$ cat src/rtl/mp_add_sequencer.sv
//------------------------------------------------------------------------------
// mp_add_sequencer
//   Multi-cycle WIDTH-bit adder/subtractor.  A single SLICE-bit carry-skip
//   adder is reused for N = WIDTH/SLICE cycles, least significant slice first,
//   so every operation takes a fixed N cycles in RUN regardless of the data.
//
// Ports
//   clk, rst_n          : clock, synchronous active-low reset
//   in_valid / in_ready : request handshake (in_ready only while IDLE)
//   a, b, cin, sub      : operands, carry-in (add only), 1 = a - b
//   out_valid/out_ready : result handshake (result held until out_ready)
//   sum, cout, ovf      : result, carry out of MSB (sub: 1 = no borrow),
//                         two's-complement signed overflow
//   busy                : high whenever the sequencer is not IDLE
//------------------------------------------------------------------------------

// Combinational carry-skip adder: ripple inside each BLOCK_SIZE group, with the
// group carry bypassed when every bit of the group propagates.
module CarrySkipModule #(
  parameter int OPERAND_SIZE = 16,
  parameter int BLOCK_SIZE   = 4
) (
  input  logic [OPERAND_SIZE-1:0] a,
  input  logic [OPERAND_SIZE-1:0] b,
  input  logic                    cin,
  output logic [OPERAND_SIZE-1:0] sum,
  output logic                    cout
);
  localparam int NBLK = OPERAND_SIZE / BLOCK_SIZE;

  logic carry_s;
  logic blk_carry_s;
  logic prop_all_s;
  logic prop_s;

  // Ripple within each block, skip across a fully propagating block.
  always_comb begin
    sum         = {OPERAND_SIZE{1'b0}};
    carry_s     = cin;
    blk_carry_s = 1'b0;
    prop_all_s  = 1'b0;
    prop_s      = 1'b0;
    for (int blk = 0; blk < NBLK; blk++) begin
      blk_carry_s = carry_s;
      prop_all_s  = 1'b1;
      for (int i = 0; i < BLOCK_SIZE; i++) begin
        prop_s = a[blk*BLOCK_SIZE+i] ^ b[blk*BLOCK_SIZE+i];
        sum[blk*BLOCK_SIZE+i] = prop_s ^ blk_carry_s;
        blk_carry_s = (a[blk*BLOCK_SIZE+i] & b[blk*BLOCK_SIZE+i]) | (prop_s & blk_carry_s);
        prop_all_s  = prop_all_s & prop_s;
      end
      carry_s = prop_all_s ? carry_s : blk_carry_s;
    end
    cout = carry_s;
  end
endmodule

module mp_add_sequencer #(
  parameter int WIDTH      = 64,
  parameter int SLICE      = 16,
  parameter int BLOCK_SIZE = 4
) (
  input  logic             clk,
  input  logic             rst_n,
  input  logic             in_valid,
  output logic             in_ready,
  input  logic [WIDTH-1:0] a,
  input  logic [WIDTH-1:0] b,
  input  logic             cin,
  input  logic             sub,
  output logic             out_valid,
  input  logic             out_ready,
  output logic [WIDTH-1:0] sum,
  output logic             cout,
  output logic             ovf,
  output logic             busy
);
  localparam int N  = WIDTH / SLICE;
  localparam int KW = (N > 1) ? $clog2(N) : 1;
  localparam logic [KW-1:0] K_ZERO = KW'(0);
  localparam logic [KW-1:0] K_ONE  = KW'(1);
  localparam logic [KW-1:0] K_LAST = KW'(N - 1);

  typedef enum logic [1:0] {
    IDLE = 2'd0,
    RUN  = 2'd1,
    DONE = 2'd2
  } state_t;

  state_t             state_r;
  logic [WIDTH-1:0]   a_r;
  logic [WIDTH-1:0]   b_eff_r;
  logic               carry_r;
  logic [KW-1:0]      k_r;
  logic [WIDTH-1:0]   sum_r;
  logic               cout_r;
  logic               ovf_r;
  logic               out_valid_r;
  logic               in_ready_r;
  logic               busy_r;

  logic [31:0]        off_s;
  logic [SLICE-1:0]   slice_a_s;
  logic [SLICE-1:0]   slice_b_s;
  logic [SLICE-1:0]   slice_sum_s;
  logic               slice_cout_s;

  // Bit offset of the slice currently being processed.
  assign off_s     = 32'(k_r) * 32'(SLICE);
  assign slice_a_s = a_r[off_s +: SLICE];
  assign slice_b_s = b_eff_r[off_s +: SLICE];

  CarrySkipModule #(
    .OPERAND_SIZE (SLICE),
    .BLOCK_SIZE   (BLOCK_SIZE)
  ) u_slice_adder (
    .a    (slice_a_s),
    .b    (slice_b_s),
    .cin  (carry_r),
    .sum  (slice_sum_s),
    .cout (slice_cout_s)
  );

  // Sequencer FSM: accept, walk the slices LSB first, then hold the result.
  always_ff @(posedge clk) begin
    if (!rst_n) begin
      state_r     <= IDLE;
      a_r         <= {WIDTH{1'b0}};
      b_eff_r     <= {WIDTH{1'b0}};
      carry_r     <= 1'b0;
      k_r         <= K_ZERO;
      sum_r       <= {WIDTH{1'b0}};
      cout_r      <= 1'b0;
      ovf_r       <= 1'b0;
      out_valid_r <= 1'b0;
      in_ready_r  <= 1'b1;
      busy_r      <= 1'b0;
    end else begin
      case (state_r)
        IDLE: begin
          if (in_valid && in_ready_r) begin
            a_r        <= a;
            // Subtraction is a + ~b + 1; cin is ignored for sub.
            b_eff_r    <= sub ? ~b : b;
            carry_r    <= sub ? 1'b1 : cin;
            k_r        <= K_ZERO;
            state_r    <= RUN;
            in_ready_r <= 1'b0;
            busy_r     <= 1'b1;
          end else begin
            state_r    <= IDLE;
          end
        end
        RUN: begin
          sum_r[off_s +: SLICE] <= slice_sum_s;
          carry_r               <= slice_cout_s;
          if (k_r == K_LAST) begin
            state_r     <= DONE;
            k_r         <= K_ZERO;
            cout_r      <= slice_cout_s;
            // The top slice's sum MSB is the final result MSB.
            ovf_r       <= (a_r[WIDTH-1] == b_eff_r[WIDTH-1]) &&
                           (slice_sum_s[SLICE-1] != a_r[WIDTH-1]);
            out_valid_r <= 1'b1;
          end else begin
            k_r         <= k_r + K_ONE;
          end
        end
        DONE: begin
          if (out_ready) begin
            state_r     <= IDLE;
            out_valid_r <= 1'b0;
            in_ready_r  <= 1'b1;
            busy_r      <= 1'b0;
          end else begin
            state_r     <= DONE;
          end
        end
        default: begin
          state_r     <= IDLE;
          k_r         <= K_ZERO;
          out_valid_r <= 1'b0;
          in_ready_r  <= 1'b1;
          busy_r      <= 1'b0;
        end
      endcase
    end
  end

  assign in_ready  = in_ready_r;
  assign out_valid = out_valid_r;
  assign sum       = sum_r;
  assign cout      = cout_r;
  assign ovf       = ovf_r;
  assign busy      = busy_r;
endmodule

$ cat config.mk
export PLATFORM = sky130hd
export DESIGN_NAME = mp_add_sequencer
export DESIGN_NICKNAME = d
export VERILOG_FILES = /design/src/rtl/mp_add_sequencer.sv
export SDC_FILE = /design/constraint.sdc
export NUM_CORES = 1
export LEC_CHECK = 0
export CAP_MARGIN = 15
export CORE_ASPECT_RATIO = 1.2
export CORE_UTILIZATION = 40
export CTS_CLUSTER_DIAMETER = 150
export DETAILED_ROUTE_END_ITERATION = 10
export PLACE_DENSITY = 0.77
export SYNTH_ARGS = -nofsm -noshare
export SYNTH_HDL_FRONTEND = slang
export SYNTH_SLANG_ARGS = --single-unit
export TNS_END_PERCENT = 1
$ cat constraint.sdc
create_clock -name clk -period 14.35 [get_ports clk]
set_input_delay 1.435 -clock clk [delete_from_list [all_inputs] [get_ports clk]]
set_output_delay 1.435 -clock clk [all_outputs]
set_load 0.02 [all_outputs]
==> out/summary.md, run 1 <==
Setup repair after global routing left no endpoint under its margin. The post-CTS repair timing setup buffer count was 0; the maximum fanout along the worst path was 20. The static leakage was 5.06 nW; the CTS H-tree depth was 1. The Yosys step of the flow raised 0 warnings. After synthesis the netlist holds a flip-flop and latch count of 202.

Path type of the worst setup path: reg2reg. The worst hold path begins at a_r[12]. The number of global-route vias before repair is 7311.

The tools report the destination of the worst register-to-register timing path as ovf. For the post-place setup slack, the log shows 5660 ps. The cell area that synthesis handed to floorplanning was 9610 µm².

For the number of nets still failing antenna checks after routing, the log shows 0. The portion of synthesized cell area occupied by the leading cell type was 0.421; the antenna diode count was 0. The worst register-to-register path begins at k_r[0]. The logs give 75.8 µV for the worst vdd rail ir drop and 61 for the number of rows in the core area. The number of different library cells used by synthesis comes to 40. The area growth from synthesis to layout is 29.1%. After filler insertion, the fill cell instance count of the layout stands at 2112. Max-cap violations in this run came to 0. Total number of nets in the final design: 1345. Cell accounting for the most synthesized area: sky130_fd_sc_hd__dfxtp_1. Port buffering added 202 buffers. In this run the worst hold path is classified as reg2reg. Across the routed clock network, the largest skew measured is 20.9 ps.

For this design, the sink count on the clock tree is 202. The final setup slack of the worst path was 5670 ps; the clock transition time at the flip-flop clock pins of the worst setup and hold paths was 60 ps. The die span in y is 172 µm. The net count of the mapped netlist is 1188. The final number of max-transition violations is 0.

The run gives 5110 µm² as the area occupied by multi-input gates. After clock tree synthesis, the repair step resized 0 gates. The hold buffer count at cts was 0; the final-report hold violation count was 0. The fraction of layout cells with a size suffix above 1 was 0.0743. The area enclosed by the die boundary is 24600 µm².

The most common cell after layout, fill and taps aside is sky130_fd_sc_hd__nand2_1. Among all stages on the critical path, the largest delay is contributed by sky130_fd_sc_hd__dfxtp_2. The final critical-path share of the clock period is 0.605, and the number of design rule violations left after detail routing is 0. A synthesized cell averages 9.46 µm². The pre-antenna-repair detailed-routing pass consisted of 5 iterations. The initial antenna violation count came out at 0. Setup violations remaining at the end of the flow were counted as 0. The worst setup path is launched from a register. The number of DRC violations after detailed-routing iteration 0 is 541. The final routed wirelength across all metal layers was 25800 µm; the area of placed instances was 11700 µm².

Along the worst hold path, the cell count comes to 2. In this run the standard cell core region covers 23400 µm². Power density over the cells: 111 nW/µm². The number of clock buffers added by TritonCTS is 21.

The first global-routing pass estimated 39100 µm of wire. At the pin with the least slew margin, the transition time is 1150 ps. For the data arrival at the endpoint of the critical path, the log shows 9090 ps. Global routing finished with a remaining overflow of 0.

The clock reaches the later pin of the worst-skew pair after 510 ps. The worst path in the final design needs a cycle of 8680 ps, including I/O delays and setup. The number of instances in the synthesized netlist was 1016; the area taken by flip-flops and latches was 4050 µm². In the layout the commonest cells are sky130_fd_sc_hd__nand2_1 (258), sky130_fd_sc_hd__dfxtp_1 (200), sky130_fd_sc_hd__clkdlybuf4s50_1 (200), sky130_fd_sc_hd__o211a_1 (65). For flop-to-flop paths, the worst setup slack is 5670 ps. The largest single stage delay on the critical path is 770 ps. The worst hold path terminates at a_r[12].

Summing all non-filler instances in the final layout gives an area of 12400 µm². The final route contains 7600 vias. The run gives 0.235 as the worst-case headroom to the max-slew limit. STA classifies the critical path endpoint as a register.

The root buffer cell is sky130_fd_sc_hd__clkbuf_16. The number of buffers and inverters on the critical path is 3. The routed length per instance was 17.2 µm; the HPWL reported at the end of detailed placement was 18800 µm. The I/O pin count was 203. From left edge to right edge, the die measures 143 µm.

Dividing the detail-routed via count by the number of cells gives 5.07. The total track usage came out at 0.206. By area the synthesized netlist is led by sky130_fd_sc_hd__dfxtp_1 (42%), sky130_fd_sc_hd__nand2_1 (10%), sky130_fd_sc_hd__mux4_2 (7.5%). The run finished with clean final reports. The run gives 0.421 as the sequential area share after synthesis.

In the final timing run, aggregate negative setup slack is 0 ps. The tools report the initial cell density of the core as 0.411. By instance count, the cell type seen most on the critical path is sky130_fd_sc_hd__fa_1. The number of cells on the worst reg-to-reg path is 28.

The clock passes through at most 3 buffers. The design draws 1.37 mW. The critical path required time came out at 14760 ps. Top cell family by delay on the critical path: adder cells. TritonCTS built the clock tree. The congestion estimate from routability-driven global placement came to 0.835. Based on the critical path, the design can be clocked at up to 0.115 GHz. Entering global routing, the biggest net connects 125 pins.
-- power breakdown --
part           internal (mW)  switching (mW)  total, mW  leakage [nW]
clock network          0.302           0.217      0.519         0.314
registers              0.596          0.0248      0.620          1.65
logic                  0.113           0.122      0.235          3.10
total                   1.01           0.363       1.37          5.06
-- Yosys cell counts, drive strengths merged --
| cell type | count |
|---|---|
| o21ai | 60 |
| inv | 34 |
| o311ai | 1 |
| nor3 | 2 |
| mux4 | 32 |
| or4 | 1 |
| clkbuf | 39 |
| nor2b | 13 |
| and2 | 58 |
| dfxtp | 202 |
| nand4 | 5 |
| xnor2 | 64 |
| or2 | 1 |
| mux2i | 1 |
| and2b | 1 |
| nor4 | 1 |
| nor2 | 10 |
| nand2 | 261 |
| a21oi | 5 |
| or3 | 3 |
| buf | 36 |
| a41oi | 1 |
| ha | 22 |
| o21a | 1 |
| o211ai | 1 |
| o211a | 65 |
| nand3b | 2 |
| nand2b | 2 |
| a31oi | 2 |
| o22ai | 1 |
| a22oi | 9 |
| fa | 16 |
| a21boi | 64 |
-- worst max-delay path by stage --
stage / startpoint / to / slack, ps / cells past startpoint
after CTS: k_r[0] / ovf / 5600 / 28
after floorplan: k_r[1] / ovf / 6110 / 30
after global placement: k_r[0] / ovf / 5880 / 28
after detailed placement: k_r[0] / ovf / 5660 / 28
final: k_r[0] / ovf / 5670 / 28
after global routing: k_r[0] / ovf / 5250 / 28
-- cell type report --
class / instances / area share
tap: 315 / 0.0318
timing repair buffer: 209 / 0.168
clock inverter: 4 / 0.00393
multi-input combinational: 705 / 0.412
inverter: 34 / 0.0103
clock buffer: 30 / 0.0475
sequential: 202 / 0.326
-- tightest hold or removal path, cell delays in order, from the launching register on --
cell and delay (ps):
sky130_fd_sc_hd__dfxtp_1 310, sky130_fd_sc_hd__nand2_1 50, sky130_fd_sc_hd__a21boi_0 60
-- stage by stage --
stage           util  hold WS, ps  std cells
2_1_floorplan      -          440       1016
3_3_place_gp   0.503          450       1464
3_5_place_dp   0.503          460       1464
4_1_cts        0.530          467       1498
5_1_grt        0.531          483       1499
6_report       0.531          465       1499
-- layer usage --
metal  share of wire  wire [µm]  global-route usage
met1            0.43      11000               0.260
met2            0.47      12000               0.334
met3           0.055       1420              0.0309
met4           0.053       1370               0.121
met5               0          0                   0
-- cell families (layout without fill, tap and decap cells) --
logic type	after synthesis	in the layout	synth area share
AOI/OAI and AO/OA	210	210	0.168
xor gates and xnor gates	64	64	0.0583
adders and majority gates	38	38	0.0620
buffers and inverters	109	277	0.0477
DFF	202	202	0.421
muxes	33	33	0.0760
and+or+nand+nor	360	360	0.167
-- state kept, by name, summed over array words and instances (netlist names) --
register   count
a_r           64
b_eff_r       64
sum           64
k_r            2
state_r        2
busy           1
carry_r        1
cout           1
in_ready       1
out_valid      1
ovf            1
Power figures use the tool's default switching activity.
==> run 2, diff against run 1 <==
- clock period: 14.35 -> 8.6 ns (I/O delays scaled with it)
==> run 2 against run 1 <==
Die area unchanged. Non-clock buffer count rose by 3. First-iteration DRC count is 1.8% higher. Register-to-register slack got worse by 5300 ps. Largest cell class unchanged. Final cell count is 0.53% higher. Sequential share of layout area down 0.43 points. Sequential power rose by 66%. Core utilization is 0.74 points higher. Global-route usage is essentially flat. Clock skew fell by 14 ps. Highest routed layer unchanged. Cell area is 1.4% higher. Flip-flop and latch count unchanged.
==> out/summary.md, run 2 (same netlist as run 1, synthesis figures left out) <==
The number of cells on the worst reg-to-reg path came out at 28 (unchanged). The tools report the routability-driven placement congestion ratio as 0.807 (was 0.835). The transition time at the pin with the least slew margin was 1140 ps (was 1150 ps). For the worst vdd rail ir drop, the log shows 117 µV (was 75.8 µV). The tools report the number of global-route vias before repair as 7388 (was 7311).

The tools report the clock insertion delay at the later pin of the skew report as 500 ps (was 510 ps). The initial cell density of the core is 0.411 (unchanged). The die span in y works out to 172 µm (unchanged). The path type of the worst setup path is reg2reg (unchanged). Root buffer cell: sky130_fd_sc_hd__clkbuf_16 (unchanged). For the area occupied by multi-input gates, the log shows 5120 µm² (was 5110 µm²).

The tools report the static leakage as 5.14 nW (was 5.06 nW). The number of DRC violations after detailed-routing iteration 0 was 551 (was 541); the number of instances on the worst hold path was 2 (unchanged). The worst setup slack for register-to-register paths was 350 ps (was 5670 ps); the maximum fanout along the worst path was 7 (was 20). The initial antenna violation count came out at 0 (unchanged). The run gives 1349 (was 1345) as the total number of nets in the final design.

For the aggregate negative setup slack, the log shows 0 ps (unchanged). The average via count per standard cell is 5.07 (about the same). The tools report the endpoint class of the critical path as a register (unchanged). The global-route wire length before repair is 39400 µm (was 39100 µm). The most common cell after layout, fill and taps aside is sky130_fd_sc_hd__nand2_1 (unchanged). The post-CTS repair timing setup buffer count was 0 (unchanged).

The tools report the final worst hold slack as 465 ps (about the same). The final-report hold violation count is 0 (unchanged), and the final number of setup-violating endpoints is 0 (unchanged). For the largest net degree at the start of global routing, the log shows 122 (was 125). For the critical path required time, the log shows 8990 ps (was 14760 ps). The clock period minus final worst setup slack was 8250 ps (was 8680 ps).

The worst-case headroom to the max-slew limit was 0.239 (was 0.235). Number of detailed-route iterations in the first pass: 5 (unchanged). TritonCTS built the clock tree. The TritonCTS buffer count was 22 (was 21). The run gives 0 (unchanged) as the max-capacitance violation count.

The tools report the leftover overflow at the end of global routing as 0 (unchanged). The run gives 18900 µm (was 18800 µm) as the HPWL reported at the end of detailed placement. The CTS H-tree depth was 1 (unchanged). The worst hold path class is reg2reg (unchanged).

The worst-case clock skew is 7.11 ps (was 20.9 ps). The routed length per instance works out to 17.1 µm (was 17.2 µm). Final critical-path share of the clock period: 0.959 (was 0.605).

Destination of the worst register-to-register timing path: ovf (unchanged). For the number of design rule violations left after detail routing, the log shows 0 (unchanged). The fraction of layout cells with a size suffix above 1 works out to 0.0831 (was 0.0743).

Number of port buffers: 202 (unchanged). The area taken by flip-flops and latches came out at 4050 µm² (about the same). The tools report the launching instance or port of the critical path as k_r[0] (unchanged).

The count of placed standard cells including taps was 1467 (was 1464). For the final cell count without fillers, the log shows 1507 (was 1499). The synthesis-to-finish area growth was 30.9% (was 29.1%). For the number of fill cells in the layout, the log shows 2095 (was 2112).

Highest-count cells in the layout ignoring fill and taps: sky130_fd_sc_hd__nand2_1 (258), sky130_fd_sc_hd__dfxtp_1 (200), sky130_fd_sc_hd__clkdlybuf4s50_1 (200), sky130_fd_sc_hd__o211a_1 (65) (unchanged). The flow ran to the end, and the final reports show no timing, DRC or antenna violations. The overall die width is 143 µm (unchanged). The tools report the termination of the worst setup path as ovf (unchanged).

The power density over the cells is 193 nW/µm² (was 111 nW/µm²). For the hold buffer count at cts, the log shows 0 (unchanged). The antenna diode count is 0 (unchanged), and the total power consumption of the routed design is 2.43 mW (was 1.37 mW). The maximum clock rate was 0.121 GHz (was 0.115 GHz); the number of sinks handled by clock tree synthesis was 202 (unchanged). The slowest stage cell on the critical path is sky130_fd_sc_hd__fa_2 (was sky130_fd_sc_hd__dfxtp_2). The run gives 3 (unchanged) as the maximum clock path buffer count. For the total track usage, the log shows 0.206 (about the same). I/O pin count: 203 (unchanged). Number of nets still failing antenna checks after routing: 0 (unchanged). The biggest cell delay along the critical path is 490 ps (was 770 ps).

The tools report the placeable core region as 23400 µm² (unchanged). The clock transition time at the flip-flop clock pins of the worst setup and hold paths was 60 ps (about the same); the post-place setup slack was 361 ps (was 5660 ps). Dominant cell type by count on the critical path: sky130_fd_sc_hd__fa_1 (unchanged). The via count of the routed design was 7638 (was 7600).

The logs give 24600 µm² (unchanged) for the area enclosed by the die boundary and 351 ps (was 5670 ps) for the final setup slack of the worst path. The run gives 8640 ps (was 9090 ps) as the data arrival at the endpoint of the critical path. Launching point of the worst reg2reg path: k_r[0] (unchanged). The tools report the number of gates given a new drive strength after cts as 0 (unchanged).

The kind of start point of the critical path was a register (unchanged). The tools report the number of rows in the core area as 61 (unchanged). The final number of max-transition violations is 0 (unchanged), and the final routed wirelength across all metal layers is 25800 µm (about the same).
-- run 2: cell count changes in the layout (fill, tap and decap cells not counted), sizes merged --
cell / delta
inv: -1
buf: +3
clkbuf: +4
bufinv: +2
-- run 2: worst max-delay path: cells and delay by family (launching register included) --
| kind | cells | cell delay (ps) |
|---|---|---|
| muxes | 2 | 510 |
| and+or+nand+nor | 4 | 370 |
| buffers and inverters | 3 | 190 |
| adders and majority gates | 16 | 6210 |
| DFF | 1 | 380 |
| AOI/OAI and AO/OA | 3 | 470 |
-- run 2: worst min path at each step --
stage | from | to | slack [ps]
after global routing | a_r[26] | a_r[26] | 490
after CTS | a_r[7] | a_r[7] | 470
after floorplan | a_r[32] | a_r[32] | 440
after global placement | a_r[4] | a_r[4] | 450
after detailed placement | a_r[7] | a_r[7] | 460
final | a_r[58] | a_r[58] | 460
-- run 2: layout make-up --
class / instances / area share
Clock buffer: 34 / 0.0538
Clock inverter: 5 / 0.00796
Inverter: 34 / 0.0101
Multi-Input combinational cell: 705 / 0.407
Sequential cell: 202 / 0.322
Tap cell: 315 / 0.0313
Timing Repair Buffer: 212 / 0.167
-- run 2: through the flow --
| step | util | instance area (µm²) |
|---|---|---|
| final | 0.539 | 12600 |
| after global routing | 0.539 | 12600 |
| after detailed placement | 0.504 | 11800 |
| after CTS | 0.537 | 12500 |
| after floorplan | - | 9610 |
| after global placement | 0.504 | 11800 |
-- run 2: power breakdown --
| part | total, mW | internal, mW | switching (mW) |
|---|---|---|---|
| registers | 1.03 | 0.994 | 0.0383 |
| clock network | 1.00 | 0.629 | 0.373 |
| logic | 0.397 | 0.190 | 0.207 |
| total | 2.43 | 1.81 | 0.618 |
-- run 2: metal layers --
layer	routed length, µm	up-vias	GRT usage
met4	1070	0	0.0976
li1	-	3719	-
met1	11000	3618	0.262
met5	0	-	0
met3	1360	57	0.0292
met2	12300	244	0.344
